[config.mk]
export PLATFORM = sky130hd
export DESIGN_NAME = mux4_rr_arbiter
export DESIGN_NICKNAME = d
export VERILOG_FILES = /design/src/rtl/mux4_arb_pkg.sv /design/src/rtl/rr_pick4.sv /design/src/rtl/mux4_rr_arbiter.sv
export SDC_FILE = /design/constraint.sdc
export NUM_CORES = 1
export LEC_CHECK = 0
export CAP_MARGIN = 20
export CORE_MARGIN = 2
export CORE_UTILIZATION = 40
export CTS_CLUSTER_DIAMETER = 30
export DETAILED_ROUTE_END_ITERATION = 8
export PLACE_DENSITY = 0.79
export SLEW_MARGIN = 5
export SYNTH_ARGS = -nofsm -noshare
export SYNTH_HDL_FRONTEND = slang
export SYNTH_SLANG_ARGS = --single-unit
[constraint.sdc]
create_clock -name clk -period 3.2 [get_ports clk]
set_clock_uncertainty 0.1 [all_clocks]
set_input_delay 0.64 -clock clk [delete_from_list [all_inputs] [get_ports clk]]
set_output_delay 0.64 -clock clk [all_outputs]
set_load 0.05 [all_outputs]
[src/rtl/mux4_arb_pkg.sv]
// Shared definitions for the 4-way round-robin mux arbiter: FSM states,
// requester count/index width and a one-hot helper.
package mux4_arb_pkg;

  localparam int unsigned NUM_REQ = 4;
  localparam int unsigned IDX_W   = 2;

  typedef enum logic {
    ST_IDLE  = 1'b0,
    ST_GRANT = 1'b1
  } state_t;

  function automatic logic [NUM_REQ-1:0] onehot4(input logic [IDX_W-1:0] idx);
    onehot4      = '0;
    onehot4[idx] = 1'b1;
  endfunction

endpackage

[src/rtl/rr_pick4.sv]
// Combinational round-robin picker: first unmasked request at or after ptr,
// searching ptr, ptr+1, ptr+2, ptr+3 modulo 4.
module rr_pick4
  import mux4_arb_pkg::*;
(
  input  logic [3:0] req,
  input  logic [1:0] ptr,
  input  logic [3:0] mask,
  output logic       found,
  output logic [1:0] idx
);

  logic [3:0] cand_req;
  logic [1:0] cand;

  always_comb begin
    cand_req = req & ~mask;
    found    = 1'b0;
    idx      = ptr;
    cand     = ptr;
    for (int unsigned i = 0; i < NUM_REQ; i++) begin
      cand = ptr + IDX_W'(i);
      if (!found && cand_req[cand]) begin
        found = 1'b1;
        idx   = cand;
      end
    end
  end

endmodule

[src/rtl/mux4_rr_arbiter.sv]
// Round-robin arbiter/sequencer for a shared 4-to-1 data mux with registered
// grant, select and data. Optional burst limit: define MUX4_ARB_BURST_LIMIT_EN.
module mux4_rr_arbiter
  import mux4_arb_pkg::*;
#(
  parameter int unsigned DATA_W    = 8,
  parameter int unsigned MAX_BURST = 8
) (
  input  logic                  clk,
  input  logic                  rst_n,
  input  logic [3:0]            req,
  input  logic                  done,
  input  logic [4*DATA_W-1:0]   data_in,
  output logic [3:0]            grant,
  output logic [1:0]            sel,
  output logic                  busy,
  output logic [DATA_W-1:0]     data_out,
  output logic                  out_valid
);

  if (MAX_BURST < 2 || MAX_BURST > 255) begin : g_bad_max_burst
    $error("MAX_BURST must be in 2..255");
  end

  state_t     state_q, state_d;
  logic [1:0] ptr_q, ptr_d;
  logic [3:0] grant_d;
  logic [1:0] sel_d;
  logic       busy_d;
  logic       new_grant;
  logic       release_now;
  logic       burst_hit;
  logic [3:0] owner_oh;

  logic [1:0] pick_ptr;
  logic [3:0] pick_mask;
  logic       pick_found;
  logic [1:0] pick_idx;

  // One picker serves both paths: IDLE searches from ptr with nothing masked,
  // a release searches from sel+1 with the outgoing owner masked.
  always_comb begin
    owner_oh  = onehot4(sel);
    pick_ptr  = ptr_q;
    pick_mask = '0;
    if (state_q == ST_GRANT) begin
      pick_ptr  = sel + 2'd1;
      pick_mask = owner_oh;
    end
  end

  rr_pick4 u_pick (
    .req   (req),
    .ptr   (pick_ptr),
    .mask  (pick_mask),
    .found (pick_found),
    .idx   (pick_idx)
  );

`ifdef MUX4_ARB_BURST_LIMIT_EN
  logic [7:0] burst_q;

  always_comb begin
    burst_hit = (burst_q == 8'(MAX_BURST - 1)) && (|(req & ~owner_oh));
  end

  // Saturates at MAX_BURST-1 so a lone owner keeps the grant until a rival shows up.
  always_ff @(posedge clk or negedge rst_n) begin
    if (!rst_n) begin
      burst_q <= '0;
    end else if (new_grant) begin
      burst_q <= '0;
    end else if (state_q == ST_GRANT && burst_q != 8'(MAX_BURST - 1)) begin
      burst_q <= burst_q + 8'd1;
    end
  end
`else
  always_comb begin
    burst_hit = 1'b0;
  end
`endif

  always_comb begin
    state_d     = state_q;
    ptr_d       = ptr_q;
    grant_d     = grant;
    sel_d       = sel;
    busy_d      = busy;
    new_grant   = 1'b0;
    release_now = done || !req[sel] || burst_hit;
    case (state_q)
      ST_IDLE: begin
        if (pick_found) begin
          grant_d   = onehot4(pick_idx);
          sel_d     = pick_idx;
          busy_d    = 1'b1;
          new_grant = 1'b1;
          state_d   = ST_GRANT;
        end
      end
      ST_GRANT: begin
        if (release_now) begin
          ptr_d = sel + 2'd1;
          if (pick_found) begin
            grant_d   = onehot4(pick_idx);
            sel_d     = pick_idx;
            new_grant = 1'b1;
          end else begin
            grant_d = '0;
            busy_d  = 1'b0;
            state_d = ST_IDLE;
          end
        end
      end
      default: state_d = ST_IDLE;
    endcase
  end

  always_ff @(posedge clk or negedge rst_n) begin
    if (!rst_n) begin
      state_q   <= ST_IDLE;
      ptr_q     <= '0;
      grant     <= '0;
      sel       <= '0;
      busy      <= 1'b0;
      data_out  <= '0;
      out_valid <= 1'b0;
    end else begin
      state_q   <= state_d;
      ptr_q     <= ptr_d;
      grant     <= grant_d;
      sel       <= sel_d;
      busy      <= busy_d;
      data_out  <= busy ? data_in[int'(sel)*DATA_W +: DATA_W] : '0;
      out_valid <= busy;
    end
  end

endmodule
### Word level (Yosys, flattened, before mapping)

Cells that the tools add are included.
W data, S select, Z words.

| storage, ports and cells | value |
|---|---|
| memories kept | 0 |
| memory bits (read-only) | 0 |
| logic and storage cells | 77 |
| output and inout bits | 16 |
| flip-flop bits (word level) | 19 |
| bits in latches | 0 |
| RAM bits | 0 |
| bits of input ports | 39 |

| cells by class | value |
|---|---|
| magnitude comparators | 8 |
| shift operators | 1 |
| equal/unequal tests | 3 |
| mux-type cells | 38 |
| bitwise gates (word level) | 3 |
| multipliers | 0 |
| div/mod/pow operators | 0 |
| reduce and logical (&&, ||, !) cells | 13 |
| $add $sub $neg | 4 |

Operators by type and width:

| operator | number |
|---|---|
| $shiftx A32 B6 Y8 | 1 |
| $lt A2 B3 Y1 const B | 6 |
| $mux W1 | 16 |
| $mux W4 | 4 |
| $mux W2 | 6 |
| $bmux W1 S2 | 5 |
| $mux W8 | 1 |
| $pmux W4 S2 | 1 |
| $logic_and A1 B1 Y1 | 5 |
| $add A2 B1 Y2 const B | 2 |
| $add A2 B2 Y2 const B | 2 |
| $and A4 B4 Y4 | 1 |
| $demux W1 S2 | 2 |
| $ge A2 B1 Y1 const B | 2 |
| $logic_not A1 Y1 | 4 |
| $ne A2 B2 Y1 const B | 2 |
| $not A4 Y4 | 1 |
| $pmux W1 S2 | 2 |
| $pmux W2 S2 | 1 |
| $reduce_and A2 Y1 | 2 |
| $reduce_and A3 Y1 | 1 |
| $ne A2 B1 Y1 const B | 1 |
| $logic_or A1 B1 Y1 | 1 |
| $not A1 Y1 | 1 |

### Longest topological paths before layout

Gate-level depths: netlist of run 1.

| depth | value |
|---|---|
| depth in word-level cells | 26 |
| depth in mapped cells | 8 |
| depth with buffers taken out | 7 |

### Cells and area by module

Synthesis of run 1 repeated with hierarchy kept, for this count alone.

| second synthesis, totals | value |
|---|---|
| cells, all modules | 93 |
| area total of the unflattened synthesis | 1151.1 sq um |

By module, submodules not included:

| module | instances | seq. area each (sq um) | area an instance (sq um) | cells each |
|---|---|---|---|---|
| mux4_rr_arbiter | 1 | 475.5 | 1014.7 | 72 |
| rr_pick4 | 1 | 0.0 | 136.4 | 21 |

### Least setup slack after synthesis of run 1

No wires, ideal clock.

| timing path | value |
|---|---|
| path kind | register to register |
| from | register sel[0] |
| to | register grant[2] |
| arrival | 2.534 ns |
| setup slack | 0.499 ns |
| clock period less this slack | 2.701 ns |
| buffers on the path | 1 |
| stages on the path, launching flop included | 9 |
| required time | 3.033 ns |
| library setup time | 0.067 ns |
| cell sequence | dfrtp_1 -> buf_2 -> inv_1 -> ha_1 -> mux2i_4 -> nor3_1 -> or4_4 -> a21oi_4 -> a22o_1 |

| between the ends | value |
|---|---|
| longest elaborated chain between the ends | 26 |
| elaborated cells between the ends (all ways) | 50 |
| those cells by class | add/sub (4); order compare (4); eq/ne (2); mux (27); bitwise (2); reduce/logical (11) |

RTL lines:

| item | RTL line | source |
|---|---|---|
| from (decl) | mux4_rr_arbiter.sv:15 | `output logic [1:0] sel,` |
| from (signal assigned) | mux4_rr_arbiter.sv:132 | `sel <= sel_d;` |
| $lt A2 B3 Y1 (implied by the code) or $ge A2 B1 Y1 (tied branches) | mux4_arb_pkg.sv:15 | `onehot4[idx] = 1'b1;` |
| $logic_and A1 B1 Y1 (implied by the code) | mux4_arb_pkg.sv:15 |  |
| $mux W1 (implied by the code) | mux4_arb_pkg.sv:15 |  |
| $demux W1 S2 | mux4_arb_pkg.sv:15 |  |
| $mux W4 | mux4_rr_arbiter.sv:46 | `if (state_q == ST_GRANT) begin` |
| $not A4 Y4 | rr_pick4.sv:17 | `cand_req = req & ~mask;` |
| $and A4 B4 Y4 | rr_pick4.sv:17 |  |
| $bmux W1 S2 | rr_pick4.sv:23 | `if (!found && cand_req[cand]) begin` |
| [... 10 more ...] | -- |  |
| $mux W2 | rr_pick4.sv:23 |  |
| $lt A2 B3 Y1 (implied by the code) or $ge A2 B1 Y1 (tied branches) | mux4_arb_pkg.sv:15 |  |
| $logic_and A1 B1 Y1 (implied by the code) | mux4_arb_pkg.sv:15 |  |
| $mux W1 (implied by the code) | mux4_arb_pkg.sv:15 |  |
| $demux W1 S2 | mux4_arb_pkg.sv:15 |  |
| $mux W4 | mux4_rr_arbiter.sv:104 | `if (pick_found) begin` |
| $mux W4 | mux4_rr_arbiter.sv:102 | `if (release_now) begin` |
| $pmux W4 S2 | mux4_rr_arbiter.sv:91 | `case (state_q)` |
| to (signal assigned) | mux4_rr_arbiter.sv:131 | `grant <= grant_d;` |
| to (decl) | mux4_rr_arbiter.sv:14 | `output logic [3:0] grant,` |

Several ways; a longest one is shown, not always the timed one. The select of a mux whose other input is x is not followed.
A chain may end at the register's enable or synchronous reset.

### Worst setup path after layout of run 1

| timing path | value |
|---|---|
| from | register sel[1] |
| to | output port sel[1] |

No word-level cell between the ends.

==> flow_summary.json, run 1 <==
{
  "outcome": "completed",
  "dp_hpwl_mm": 2.31,
  "finalHoldViolations": 0,
  "cts_max_level": 1,
  "ir_drop_mv": 0.782,
  "antenna_found_initial": 0,
  "grt_first_pass_wirelength_mm": 4.60,
  "synth.avg_cell_area_sq_um": 12.0,
  "clkLatencyLatePin_ns": 0.30,
  "ys_seq_area_share_pct": 40.8,
  "swShare_pct": 47.5,
  "max_cap_violations": 0,
  "syn-num-nets": 140,
  "overflow": 0,
  "cts_sinks": 19,
  "stdcell_area_sq_um": 1760,
  "synth_seq_cells": 19,
  "num-nets-final": 197,
  "post-cts-setup-buffers": 0,
  "fmax_ghz": 0.373,
  "synth_area_sq_um": 1160,
  "finalCritPeriodShare_pct": 83.8,
  "post-route-util_pct": 63.7,
  "die_w_um": 58.0,
  "p_comb_share_pct": 67.8,
  "core_region_area_sq_um": 2760,
  "slew_headroom_pct": 45.6,
  "place_inst": 180,
  "area_delta_synth_final_pct": 50.9,
  "ant_nets": 0,
  "drive_gt1_share_pct": 12.4,
  "finalNonFillerCells": 184,
  "antenna_cells": 0,
  "dieArea_sq_um": 3360,
  "internal_power_mw": 0.925,
  "clock-root-buffer": "clkbuf_4",
  "start_util_pct": 42.2,
  "clkPwrFrac_pct": 7.0,
  "cpPeakStageDelay_ns": 0.91,
  "gp_congestion": 0.875,
  "p_sw_mw": 0.837,
  "dr_total_vias": 981,
  "leakagePower_nw": 0.723,
  "cts_tree": "built",
  "p_per_area_nw_per_um2": 1000,
  "wl_per_cell_um": 15.2,
  "drcViolationCount": 0,
  "hold_buffers": 0,
  "critPathKind": "flip-flop to primary output",
  "worstPathMaxFanout": 14,
  "post_cts_resized": 0,
  "ys_warn_count": 0,
  "port_buffers": 54,
  "setup-tns-final_ns": 0,
  "rows": 19,
  "final_common_cell": "clkdlybuf4s50_1",
  "grt_use_total_pct": 18.1,
  "numCtsBuffers": 3,
  "clk_transition_reported_paths_ns": 0.10,
  "cpMaxStageDelayCell": "clkdlybuf4s50_1",
  "setup_slack_ns": 0.517,
  "place_area_sq_um": 1730,
  "post-place-ws_ns": 0.629,
  "worstPathArrival_ns": 1.94,
  "seq_power_share_pct": 25.2,
  "worstPathRequired_ns": 2.46,
  "synthCells": 97,
  "fp.dieH_um": 58.0,
  "grt_max_degree": 20,
  "cts_buffer_depth": 2,
  "rsz0062_at_grt": "false",
  "via_per_inst": 5.33,
  "end_kind": "primary output",
  "synth_cell_types": 32,
  "cp-start-kind": "flip-flop",
  "final_cell_mix": "54 x clkdlybuf4s50_1, 19 x dfrtp_1, 9 x mux4_2",
  "crit_chain": "clkdlybuf4s50_1",
  "critPathTopFamily": "buffers and inverters",
  "wl_mm": 2.79,
  "drt_iter0_markers": 13,
  "worstHoldPathType": "flip-flop to flip-flop",
  "grt_pass1_vias": 1035,
  "period_needed_ns": 2.68,
  "critPathBufInv": 1,
  "drv_slew": 0,
  "setup-violations-final": 0,
  "io_pins": 55,
  "tightest_slew_ns": 0.813,
  "drt_pass1_iterations": 4
}
[cell type report]
type / instances / area [sq um]
sequential: 19 / 475
inverter: 4 / 15.0
timing repair buffer: 55 / 548
clock buffer: 4 / 26.3
tap: 31 / 38.8
multi-input combinational: 71 / 654
fill: 223 / 1000
[stage by stage]
stage	total power [mW]	hold WS (ns)
after detailed placement	1.65	0.372
after floorplan	1.30	0.244
final	1.76	0.391
after CTS	1.78	0.396
after global placement	1.63	0.369
after global routing	1.87	0.409
[power by group through the flow]
| stage | combinational [mW] | clock [mW] | sequential (mW) |
|---|---|---|---|
| after floorplan | 0.588 | 0 | 0.717 |
| after global placement | 1.18 | 0 | 0.449 |
| after detailed placement | 1.20 | 0 | 0.450 |
| after CTS | 1.21 | 0.125 | 0.446 |
| after global routing | 1.28 | 0.133 | 0.463 |
| final | 1.20 | 0.123 | 0.444 |
[Yosys cell counts, drive strengths merged]
library cell / instances / share of area (%)
mux4: 9 / 17
nand2b: 3 / 1.6
or4: 1 / 0.97
o2111ai: 1 / 0.75
nor2: 6 / 1.9
nor3: 3 / 1.3
buf: 2 / 1.4
nand3b: 1 / 0.64
mux2: 3 / 2.9
o31ai: 1 / 0.64
a21boi: 3 / 1.9
ha: 4 / 4.3
a22o: 2 / 1.5
nand3: 1 / 0.43
nor3b: 1 / 0.64
a21bo: 2 / 1.7
a21oi: 1 / 1.4
clkbuf: 1 / 0.32
o211a: 1 / 0.86
mux2i: 1 / 1.9
nor4: 1 / 0.54
and2: 8 / 4.3
o211ai: 2 / 1.3
and2b: 2 / 1.4
a21o: 2 / 1.3
dfrtp: 19 / 41
nand2: 6 / 1.9
inv: 4 / 1.3
o21ai: 6 / 2.6
[flip-flops by register name, summed over array words and instances, names as in the netlist]
name	flops
out_valid	1
sel	2
state_q	1
data_out	8
busy	1
grant	4
ptr_q	2
[routing by layer]
| metal | vias up | track usage (%) | wire [um] |
|---|---|---|---|
| met1 | 484 | 22.0 | 1100 |
| met5 | - | 0 | 0 |
| met4 | 0 | 5.98 | 19 |
| met3 | 2 | 2.23 | 74 |
| li1 | 472 | - | - |
| met2 | 23 | 33.3 | 1600 |
[logic make-up after synthesis]
family	Yosys count	synth area share [%]
AND/OR/NAND/NOR	33	15.7
AO/OA/AOI/OAI	21	14.0
flip-flops	19	40.8
multiplexers	13	22.2
buffers and inverters	7	3.01
adder cells (fa/ha/maj)	4	4.30
[path summary, 6_finish.rpt]
kind / startpoint / end / slack [ns] / depth (start not counted)
hold / removal: ptr_q[0]$_DFFE_PN0P_ / ptr_q[0]$_DFFE_PN0P_ / 0.39 / 1
setup / recovery: sel[1]$_DFFE_PN0P_ / sel[1] / 0.52 / 1
setup reg to reg: sel[1]$_DFFE_PN0P_ / grant[3]$_DFFE_PN0P_ / 0.72 / 7
min in group asynchronous: rst_n / data_out[5]$_DFF_PN0_ / 0.70 / 1
max in group asynchronous: rst_n / grant[2]$_DFFE_PN0P_ / 1.80 / 1
hold reg to reg: ptr_q[0]$_DFFE_PN0P_ / ptr_q[0]$_DFFE_PN0P_ / 0.39 / 1
No activity file was read; power rests on OpenSTA's default activity.
==> run 2, diff against run 1 <==
==> constraint.sdc (replaced) <==
create_clock -name clk -period 2.7 [get_ports clk]
set_clock_uncertainty 0.1 [all_clocks]
set_input_delay 0.54 -clock clk [delete_from_list [all_inputs] [get_ports clk]]
set_output_delay 0.54 -clock clk [all_outputs]
set_load 0.05 [all_outputs]
==> run 2 against run 1 <==
  * Via count rose by 1.6%
  * Global-route usage increased by 0.65 points
  * Worst hold slack got worse by 0.069 ns
  * Total power increased by 19%
  * Non-clock buffer count increased by 2
  * First-iteration DRC count is 7.7% lower
  * Sequential cell count is the same
  * Final cell count grew 1.1%
  * Wire length up 0.61%
  * Sequential share of layout area fell by 0.20 points
  * Count of clock-buffer cells in the layout down 1
  * Critical endpoint unchanged
  * Highest routed layer unchanged
==> flow_summary.json, run 2 (same netlist as run 1, synthesis figures left out) <==
{
  "grt_pass1_vias": 1052,
  "top_regs": "data_out (8), grant (4)",
  "numCtsBuffers": 3,
  "worstPathArrival_ns": 1.67,
  "drv_slew": 0,
  "largest_register_ffs": 8,
  "ir_drop_mv": 0.943,
  "critPathTopFamily": "buffers and inverters",
  "clock-root-buffer": "clkbuf_4",
  "hold_buffers": 0,
  "cts_buffer_depth": 2,
  "ant_nets": 0,
  "setup-tns-final_ns": 0,
  "drt_iter0_markers": 12,
  "fill_cells": 216,
  "cp-start-kind": "flip-flop",
  "stdcell_area_sq_um": 1780,
  "reg2reg_from": "sel[1]$_DFFE_PN0P_",
  "cpPeakStageDelay_ns": 0.86,
  "outcome": "completed",
  "clkLatencyLatePin_ns": 0.29,
  "dr_total_vias": 997,
  "cts_sinks": 19,
  "gp_congestion": 0.857,
  "worstPathMaxFanout": 6,
  "setup-violations-final": 0,
  "grt_first_pass_wirelength_mm": 4.72,
  "leakagePower_nw": 0.734,
  "via_per_inst": 5.36,
  "crit_chain": "clkdlybuf4s50_1",
  "drcViolationCount": 0,
  "place_inst": 182,
  "finalHoldViolations": 0,
  "critPathBufInv": 1,
  "tightest_slew_ns": 0.520,
  "port_buffers": 54,
  "clk_transition_reported_paths_ns": 0.11,
  "final_cell_mix": "54 x clkdlybuf4s50_1, 18 x dfrtp_1, 9 x mux4_2",
  "critPathKind": "flip-flop to primary output",
  "end_kind": "primary output",
  "dp_hpwl_mm": 2.28,
  "worstHoldPathType": "input pin to async pin",
  "wl_per_cell_um": 15.1,
  "rrSetupSlack_ns": 0.46,
  "period_needed_ns": 2.31,
  "overflow": 0,
  "regMostFlops": "data_out",
  "p_per_area_nw_per_um2": 1180,
  "final_common_cell": "clkdlybuf4s50_1",
  "drt_pass1_iterations": 4,
  "post-cts-setup-buffers": 0,
  "post-route-util_pct": 64.4,
  "post_cts_resized": 0,
  "fp.dieH_um": 58.0,
  "worstPathRequired_ns": 2.06,
  "fmax_ghz": 0.432,
  "start_util_pct": 42.2,
  "num-nets-final": 199,
  "drive_gt1_share_pct": 14.8,
  "rsz0062_at_grt": "false",
  "antenna_cells": 0,
  "finalNonFillerCells": 186,
  "grt_use_total_pct": 18.8,
  "core_region_area_sq_um": 2760,
  "cpMaxStageDelayCell": "clkdlybuf4s50_1",
  "antenna_found_initial": 0,
  "rows": 19,
  "place_area_sq_um": 1750,
  "grt_max_degree": 17,
  "cts_tree": "built",
  "die_w_um": 58.0,
  "area_delta_synth_final_pct": 52.4,
  "slew_headroom_pct": 65.2,
  "io_pins": 55,
  "max_cap_violations": 0,
  "dieArea_sq_um": 3360,
  "r2r_end": "grant[3]$_DFFE_PN0P_",
  "cts_max_level": 1,
  "finalCritPeriodShare_pct": 85.7,
  "reg2reg_depth": 7,
  "wl_mm": 2.81
}
run 2: cell types whose count changed in the layout (fill, tap and decap cells not counted), sizes merged:
cell / previous run / this run
clkbuf: 4 / 3
clkinv: 0 / 1
buf: 1 / 3
run 2: worst max path at each step:
stage / from / endpoint / slack, ns / cells after the start
5_1_grt: sel[1]$_DFFE_PN0P_ / sel[1] / 0.31 / 1
6_report: sel[1]$_DFFE_PN0P_ / sel[1] / 0.39 / 1
3_3_place_gp: req[3] / grant[2]$_DFFE_PN0P_ / 0.27 / 6
3_5_place_dp: req[3] / grant[2]$_DFFE_PN0P_ / 0.21 / 6
2_1_floorplan: sel[1]$_DFFE_PN0P_ / grant[2]$_DFFE_PN0P_ / 0.04 / 8
4_1_cts: busy$_DFFE_PN0P_ / busy / 0.36 / 1
run 2: layout make-up:
type,instances,area [sq um],area share (%)
clock buffer,3,22.5,1.27
clock inverter,1,5.00,0.282
inverter,4,15.0,0.846
multi-input combinational,71,654,36.9
sequential,19,477,26.8
timing repair buffer,57,563,31.7
tap,31,38.8,2.18
run 2: metrics by stage:
| stage | total power, mW | hold WS, ns | setup slack (ns) |
|---|---|---|---|
| 2_1_floorplan | 1.55 | 0.144 | 0.0450 |
| 6_report | 2.09 | 0.322 | 0.385 |
| 4_1_cts | 2.11 | 0.317 | 0.356 |
| 5_1_grt | 2.24 | 0.309 | 0.308 |
| 3_3_place_gp | 1.94 | 0.369 | 0.270 |
| 3_5_place_dp | 1.97 | 0.374 | 0.207 |
run 2: metal layers:
metal  wire [um]  track usage, %
met3         133            4.69
met2        1480            33.6
met1        1180            23.1
met4          15            3.65
met5           0               0
run 2: where the power goes:
group / switching [mW] / internal [mW] / leakage, nW
Clock: 0.0830 / 0.0551 / 0.0177
Sequential: 0.109 / 0.414 / 0.232
Combinational: 0.796 / 0.637 / 0.485
Total: 0.989 / 1.11 / 0.734
==> run 3, diff against run 2 <==
--- a/config.mk
+++ b/config.mk
@@ -10,6 +10,7 @@
 export CORE_UTILIZATION = 40
 export CTS_CLUSTER_DIAMETER = 30
 export DETAILED_ROUTE_END_ITERATION = 8
+export GPL_TIMING_DRIVEN = 0
 export PLACE_DENSITY = 0.79
 export SLEW_MARGIN = 5
 export SYNTH_ARGS = -nofsm -noshare
==> run 3 against run 2 <==
  * Via count unchanged
  * Final area about the same
  * Utilization about the same
  * Sequential cell count unchanged
  * Non-clock buffer count unchanged
  * Wire length increased by 3.1%
  * Register-to-register slack got worse by 0.28 ns
  * Combinational power increased by 3%
  * Count of clock-buffer cells in the layout unchanged
  * Largest power group unchanged
==> flow_summary.json, run 3 (same netlist as run 1, synthesis figures left out) <==
{
  "outcome": "completed",
  "hold_ws_ns": 0.401,
  "tightest_slew_ns": 0.847,
  "fmax_ghz": 0.396,
  "ant_nets": 0,
  "hold_end": "grant[0]$_DFFE_PN0P_",
  "antenna_found_initial": 0,
  "regArea_sq_um": 477,
  "setup-violations-final": 0,
  "critPathKind": "flip-flop to flip-flop",
  "grt_first_pass_wirelength_mm": 4.90,
  "setup_slack_ns": 0.177,
  "fp.dieH_um": 58.0,
  "post-place-ws_ns": 0.0000193,
  "min_from": "grant[0]$_DFFE_PN0P_",
  "r2r_end": "grant[3]$_DFFE_PN0P_",
  "clk_transition_reported_paths_ns": 0.11,
  "rrSetupSlack_ns": 0.18,
  "hold_buffers": 0,
  "worstHoldPathType": "flip-flop to flip-flop",
  "top_regs": "data_out (8), grant (4)",
  "cts_sinks": 19,
  "clkLatencyLatePin_ns": 0.30,
  "num-nets-final": 199,
  "drt_iter0_markers": 6,
  "final_cell_mix": "54 x clkdlybuf4s50_1, 18 x dfrtp_1, 9 x mux4_2",
  "die_w_um": 58.0,
  "area_delta_synth_final_pct": 52.5,
  "worstPathRequired_ns": 2.85,
  "max_cap_violations": 0,
  "finalNonFillerCells": 186,
  "core_region_area_sq_um": 2760,
  "grt_pass1_vias": 1058,
  "finalHoldViolations": 0,
  "drive_gt1_share_pct": 14.8,
  "p_per_area_nw_per_um2": 1190,
  "drt_pass1_iterations": 4,
  "rsz0062_at_grt": "false",
  "place_inst": 182,
  "dieArea_sq_um": 3360,
  "gp_congestion": 0.741,
  "wl_mm": 2.90,
  "rows": 19,
  "end_kind": "flip-flop",
  "io_pins": 55,
  "slew_headroom_pct": 43.4,
  "overflow": 0,
  "cp-start-kind": "flip-flop",
  "fill_cells": 224,
  "drcViolationCount": 0,
  "clock-root-buffer": "clkbuf_4",
  "period_needed_ns": 2.52,
  "drv_slew": 0,
  "worstPathArrival_ns": 2.67,
  "worstPathMaxFanout": 10,
  "cts_buffer_depth": 2,
  "start_util_pct": 42.2,
  "largest_register_ffs": 8,
  "grt_use_total_pct": 19.4,
  "finalCritPeriodShare_pct": 93.4,
  "grt_max_degree": 20,
  "reg2reg_depth": 8,
  "setup-tns-final_ns": 0,
  "via_per_inst": 5.36,
  "dr_total_vias": 997,
  "reg2reg_from": "sel[0]$_DFFE_PN0P_",
  "final_common_cell": "clkdlybuf4s50_1",
  "leakagePower_nw": 0.734,
  "cts_max_level": 1,
  "antenna_cells": 0,
  "ir_drop_mv": 0.836,
  "wl_per_cell_um": 15.6,
  "multiInputGateArea_sq_um": 654,
  "regMostFlops": "data_out",
  "dp_hpwl_mm": 2.36,
  "numCtsBuffers": 3,
  "hold_depth": 2,
  "port_buffers": 54,
  "cts_tree": "built"
}
-- run 3: changes by cell type in the layout (fill, tap and decap cells not counted) --
cell / previous run / this run
buf_4: 3 / 0
buf_6: 0 / 1
clkbuf_2: 0 / 1
clkbuf_4: 3 / 4
-- run 3: what timing repair did --
action | in CTS | in global routing
resized for setup | 1 | 1
buffers inserted | 0 | 0
setup endpoints to repair | 1 | 4
-- run 3: layout make-up --
cell class	instances	area share (%)
buffer	3	1.34
clock buffer	3	1.27
clock inverter	1	0.282
timing repair buffer	54	30.4
tap	31	2.18
inverter	4	0.845
sequential	19	26.8
multi-input combinational	71	36.8
-- run 3: metrics by stage --
| step | total power, mW | instance area, sq um | util [%] |
|---|---|---|---|
| after CTS | 2.13 | 1770 | 64.3 |
| after detailed placement | 1.98 | 1750 | 63.3 |
| final | 2.12 | 1780 | 64.4 |
| after floorplan | 1.55 | 1170 | - |
| after global placement | 1.94 | 1750 | 63.3 |
| after global routing | 2.26 | 1780 | 64.4 |
-- run 3: how the worst max path moves through the flow --
| stage | startpoint | endpoint | slack, ns | cells after the start |
|---|---|---|---|---|
| finish | sel[0]$_DFFE_PN0P_ | grant[3]$_DFFE_PN0P_ | 0.18 | 8 |
| global route | sel[0]$_DFFE_PN0P_ | grant[3]$_DFFE_PN0P_ | 0.02 | 8 |
| CTS | sel[0]$_DFFE_PN0P_ | grant[3]$_DFFE_PN0P_ | 0.06 | 8 |
| detailed placement | sel[1]$_DFFE_PN0P_ | grant[3]$_DFFE_PN0P_ | 0.00002 | 8 |
| global placement | sel[1]$_DFFE_PN0P_ | grant[2]$_DFFE_PN0P_ | 0.08 | 8 |
| floorplan | sel[1]$_DFFE_PN0P_ | grant[2]$_DFFE_PN0P_ | 0.04 | 8 |
-- run 3: critical path, cell delays in order (launching register included) --
cell	delay, ns
dfrtp_2	0.46
clkbuf_4	0.28
inv_1	0.11
ha_1	0.36
mux2i_4	0.20
nor3_1	0.08
or4_4	0.53
a21oi_4	0.17
a22o_1	0.17
-- run 3: report_power, final --
part	internal [mW]	total, mW	switching (mW)
Sequential	0.414	0.507	0.0931
Combinational	0.639	1.47	0.828
Clock	0.0553	0.143	0.0880
-- run 3: metal layers --
layer  global-route usage [%]  part of all wire (%)
met2                     34.6                    54
met3                     4.91                   4.7
met4                     2.99                  0.34
met5                        0                     0
met1                     24.3                    41
